--- src/rtl/benes_cfg_loader.sv ---
// Double-buffered switch-setting loader for an N-input Benes network: beats fill a shadow
// bank one stage at a time; a commit copies it to the active bank that drives the switches.
module benes_cfg_loader #(
    parameter int unsigned N            = 8,
    parameter int unsigned LOG_N        = $clog2(N),
    parameter int unsigned STAGES       = 2 * LOG_N - 1,
    parameter int unsigned SW_PER_STAGE = N / 2
) (
    input  logic                             clk,
    input  logic                             rst_n,
    input  logic                             i_cfg_valid,
    input  logic [SW_PER_STAGE-1:0]          i_cfg_data,
    output logic                             o_cfg_ready,
    input  logic                             i_commit,
    input  logic                             i_abort,
    output logic                             o_shadow_full,
    output logic                             o_commit_ack,
    output logic                             o_cfg_err,
    output logic [$clog2(STAGES)-1:0]        o_stage_idx,
    output logic [STAGES*SW_PER_STAGE-1:0]   o_switch_set
);

    localparam int unsigned IDX_W  = $clog2(STAGES);
    localparam int unsigned BANK_W = STAGES * SW_PER_STAGE;
    localparam logic [IDX_W-1:0] LAST_STAGE = IDX_W'(STAGES - 1);

    typedef enum logic [0:0] {StLoad, StFull} state_e;

    state_e              state_q, state_d;
    logic [IDX_W-1:0]    idx_q, idx_d;
    logic [BANK_W-1:0]   shadow_q, shadow_d;
    logic [BANK_W-1:0]   active_q, active_d;
    logic                ready_q, ready_d;
    logic                full_q, full_d;
    logic                ack_q, ack_d;
    logic                err_q, err_d;

    always_ff @(posedge clk) begin
        if (!rst_n) begin
            state_q  <= StLoad;
            idx_q    <= '0;
            shadow_q <= '0;
            active_q <= '0;
            ready_q  <= 1'b0;
            full_q   <= 1'b0;
            ack_q    <= 1'b0;
            err_q    <= 1'b0;
        end else begin
            state_q  <= state_d;
            idx_q    <= idx_d;
            shadow_q <= shadow_d;
            active_q <= active_d;
            ready_q  <= ready_d;
            full_q   <= full_d;
            ack_q    <= ack_d;
            err_q    <= err_d;
        end
    end

    always_comb begin
        state_d  = state_q;
        idx_d    = idx_q;
        shadow_d = shadow_q;
        active_d = active_q;
        ack_d    = 1'b0;
        err_d    = 1'b0;

        // Abort dominates: it drops any concurrent beat and suppresses commit and error.
        if (i_abort) begin
            state_d = StLoad;
            idx_d   = '0;
        end else begin
            unique case (state_q)
                StLoad: begin
                    if (i_commit) begin
                        err_d = 1'b1;
                    end
                    // ready_q is low only in the first cycle after reset release.
                    if (ready_q && i_cfg_valid) begin
                        for (int k = 0; k < int'(STAGES); k++) begin
                            if (idx_q == IDX_W'(k)) begin
                                shadow_d[k*SW_PER_STAGE +: SW_PER_STAGE] = i_cfg_data;
                            end
                        end
                        if (idx_q == LAST_STAGE) begin
                            idx_d   = '0;
                            state_d = StFull;
                        end else begin
                            idx_d = idx_q + IDX_W'(1);
                        end
                    end
                end
                StFull: begin
                    if (i_commit) begin
                        active_d = shadow_q;
                        ack_d    = 1'b1;
                        state_d  = StLoad;
                    end
                end
                default: begin
                    state_d = StLoad;
                    idx_d   = '0;
                end
            endcase
        end

        ready_d = (state_d == StLoad);
        full_d  = (state_d == StFull);
    end

    assign o_cfg_ready   = ready_q;
    assign o_shadow_full = full_q;
    assign o_commit_ack  = ack_q;
    assign o_cfg_err     = err_q;
    assign o_stage_idx   = idx_q;
    assign o_switch_set  = active_q;

endmodule

--- config.mk ---
export PLATFORM = sky130hd
export DESIGN_NAME = benes_cfg_loader
export DESIGN_NICKNAME = d
export VERILOG_FILES = /design/src/rtl/benes_cfg_loader.sv
export SDC_FILE = /design/constraint.sdc
export NUM_CORES = 1
export LEC_CHECK = 0
export ABC_CLOCK_PERIOD_IN_PS = 1620
export BUFFER_PORTS_ARGS = -buffer_cell sky130_fd_sc_hd__buf_4
export CORE_ASPECT_RATIO = 1.5
export CORE_MARGIN = 2
export CORE_UTILIZATION = 45
export CTS_CLUSTER_SIZE = 25
export DETAILED_ROUTE_END_ITERATION = 7
export PLACE_DENSITY_LB_ADDON = 0.2
export SYNTH_ARGS = -nofsm -noshare
export SYNTH_HDL_FRONTEND = slang
export SYNTH_SLANG_ARGS = --single-unit
--- constraint.sdc ---
create_clock -name clk -period 1.62 [get_ports clk]
set_clock_uncertainty 0.15 [all_clocks]
set_input_delay 0.081 -clock clk [delete_from_list [all_inputs] [get_ports clk]]
set_output_delay 0.081 -clock clk [all_outputs]
set_load 0.01 [all_outputs]
==> results.yml <==
power_and_ir_drop:
  pwr-share-clk_pct: 40.9
  p_leak_nw: 0.960
  power.internal_w: 0.00170
  power_density_mw_per_mm2: 926
  combPwrFrac_pct: 4.3
  p_sw_share_pct: 20.0
  ir_drop_uv: 689
  seqPwrFrac_pct: 54.7
  netSwitchingPower_w: 0.000427
outcome:
  outcome: "finished, final reports clean"
critical_path:
  r2r_cells: 4
  r2r_slack_ns: 0.11
  critPathRequiredTime_ns: 1.69
  arrival_ns: 1.59
  path_max_fanout: 6
  slowest_delay_ns: 0.42
  worstReg2RegStart: "o_stage_idx[0]"
  cp_slowest_cell: "dfxtp_1"
  crit_start: "o_stage_idx[0]"
  cp-start-kind: "flop"
  crit_chain: "ha_1 -> ha_1 -> nor3b_4 -> mux2i_1"
  crit_path_frequent_cell: "ha_1"
  end_kind: "flop"
  critPathKind: "reg -> reg"
cells_and_area:
  fin_nets: 246
  antennaDiodeCount: 0
  final_cell_mix: "nand2_1 (67), dfxtp_1 (46), buf_4 (38)"
  postLayoutCellArea_mm2: 0.00230
  layout_commonest_cell: "nand2_1"
  area_growth_pct: 24.1
  drive_gt1_share_pct: 22.7
synthesis:
  syn_inst: 194
  synth_xor_area_share_pct: 0
  synthMuxAreaShare_pct: 10.8
  synthesis.area_mm2: 0.00185
  synth-compound-area-share_pct: 10.7
  synth_cell_type_count: 22
  yosysSeqAreaShare_pct: 50.7
  synth-simple-area-share_pct: 20.7
  synth_fp_nets: 208
  synth_seq_cells: 47
  avgSynthCellArea_um2: 9.56
  synth_fa_ha_area_share_pct: 3.37
  synth_top_family_by_area: "simple AND/OR/NAND/NOR gates"
  ys_warn_count: 0
cts:
  cts_buffers: 5
  cts-root-buf: "clkbuf_8"
  clock_path_buffers: 2
  cts-htree-levels: 2
  postCtsSetupBuffers: 0
  cts_tree: "yes"
  cts.sinks: 47
  clkTransAtPathRegs_ns: 0.08
  clock_latency_ns: 0.29
global_route:
  grt_pass1_wl_um: 6000
  grt_pass1_vias: 1333
  grtUsageMet1_pct: 18.5
  grt_overflow_total: 0
  grt_max_degree: 27
  use_met3_pct: 3.74
  antenna_found_initial: 0
  gr-max-usage-layer: "met2"
  grt_usage_pct: 16.7
  use_met2_pct: 30.6
placement:
  hpwl_um: 2450
  dp_slack_ns: 0.0717
  io_buffers: 35
  place.gp.congestion: 0.724
  placed_cell_area_mm2: 0.00214
timing:
  worst_pin_slew_ns: 0.318
  maxSlewHeadroom_pct: 78.8
  finalSetupViolations: 0
  maxSlewViolCount: 0
  final-hold-violation-count: 0
  hold_ws_ns: 0.0227
  period_share_pct: 93.5
  fin_crit_ns: 1.51
  fmax_mhz: 660
  fin_ws_ns: 0.105
min_path:
  hold_start: "i_cfg_data[0]"
  worstHoldPathCells: 3
  hp-class: "in -> reg"
route:
  wl_per_cell_um: 12.3
  first_pass_iters: 4
  routed_wl_um: 3430
  ant_nets: 0
  first_iter_violations: 18
  vias_per_cell: 4.91
  drc: 0
  vias: 1364
die:
  die_h_um: 82.6
  rows: 28
  coreArea_mm2: 0.00396
  die_area_mm2: 0.00466
  ios: 36
  die_w_um: 56.4
  start_util_pct: 46.8
job:
  drv_cap: 0
==> worst max-delay path: cells and delay by family (launching register included) <==
kind	cells	cell delay [ns]
flip-flops	1	0.42
adder cells (fa/ha/maj)	2	0.32
AND/OR/NAND/NOR	1	0.31
multiplexers	1	0.24
==> power by group through the flow <==
stage,Clock [W],Sequential (W),Combinational [W]
after global placement,0,0.00119,0.0000862
after floorplan,0,0.00119,0.0000482
after global routing,0.000934,0.00117,0.000102
after detailed placement,0,0.00119,0.0000862
final,0.000873,0.00117,0.0000917
after CTS,0.000893,0.00117,0.0000922
==> synthesized netlist by cell type (all sizes together) <==
cell / count / area (um2)
mux2i: 20 / 200
clkbuf: 3 / 11.3
nor3b: 4 / 40.0
nand3: 3 / 15.0
o21a: 1 / 7.51
a21oi: 3 / 15.0
nand3b: 2 / 27.5
and4bb: 1 / 16.3
buf: 7 / 41.3
and2: 1 / 6.26
nand2: 67 / 251
a21boi: 20 / 150
inv: 4 / 15.0
and3b: 1 / 10.0
nand2b: 1 / 6.26
a211o: 3 / 26.3
ha: 5 / 62.6
and3: 1 / 11.3
dfxtp: 47 / 941
==> layout make-up <==
type                       count  area, um2
fill                         372       1660
sequential                    47        942
multi-input combinational    133        855
timing repair buffer          41        315
clock buffer                   6       82.6
tap                           45       56.3
clock inverter                 2       35.0
inverter                       4       15.0
==> cells by family after synthesis <==
family                   Yosys count
AO/OA/AOI/OAI                     27
adder cells (fa/ha/maj)            5
buffers and inverters             14
flip-flops                        47
multiplexers                      20
AND/OR/NAND/NOR                   81
==> routing by layer <==
| layer | up-vias | wire length (um) |
|---|---|---|
| met5 | - | 0 |
| met4 | 0 | 82 |
| met3 | 8 | 122 |
| met1 | 615 | 1500 |
| li1 | 713 | - |
| met2 | 28 | 1730 |
==> final timing paths <==
| path | endpoint |
|---|---|
| max reg2reg | shadow_q[13] |
| min reg2reg | shadow_q[17] |
| min | shadow_q[8] |
| max | shadow_q[13] |
==> per-stage QoR <==
stage	power, W	setup TNS [ns]	utilization (%)	instances
after detailed placement	0.00128	0	54.1	267
after floorplan	0.00124	0	-	194
after global routing	0.00220	-0.0151	58.1	278
after global placement	0.00128	0	54.1	267
final	0.00213	0	58.1	278
after CTS	0.00215	0	57.9	278
==> sequential cells by signal, indices dropped and copies added (netlist names) <==
| register | flops |
|---|---|
| o_shadow_full | 1 |
| o_commit_ack | 1 |
| o_cfg_err | 1 |
| o_cfg_ready | 1 |
| shadow_q | 20 |
| o_switch_set | 20 |
| o_stage_idx | 3 |
==> timing repair <==
action | in CTS | in global routing
gates resized for setup | 0 | 3
endpoints found under the setup margin | 0 | 5
hold endpoints to repair | 6 | 0
hold buffers | 3 | 0
No activity file was read; power rests on OpenSTA's default activity.
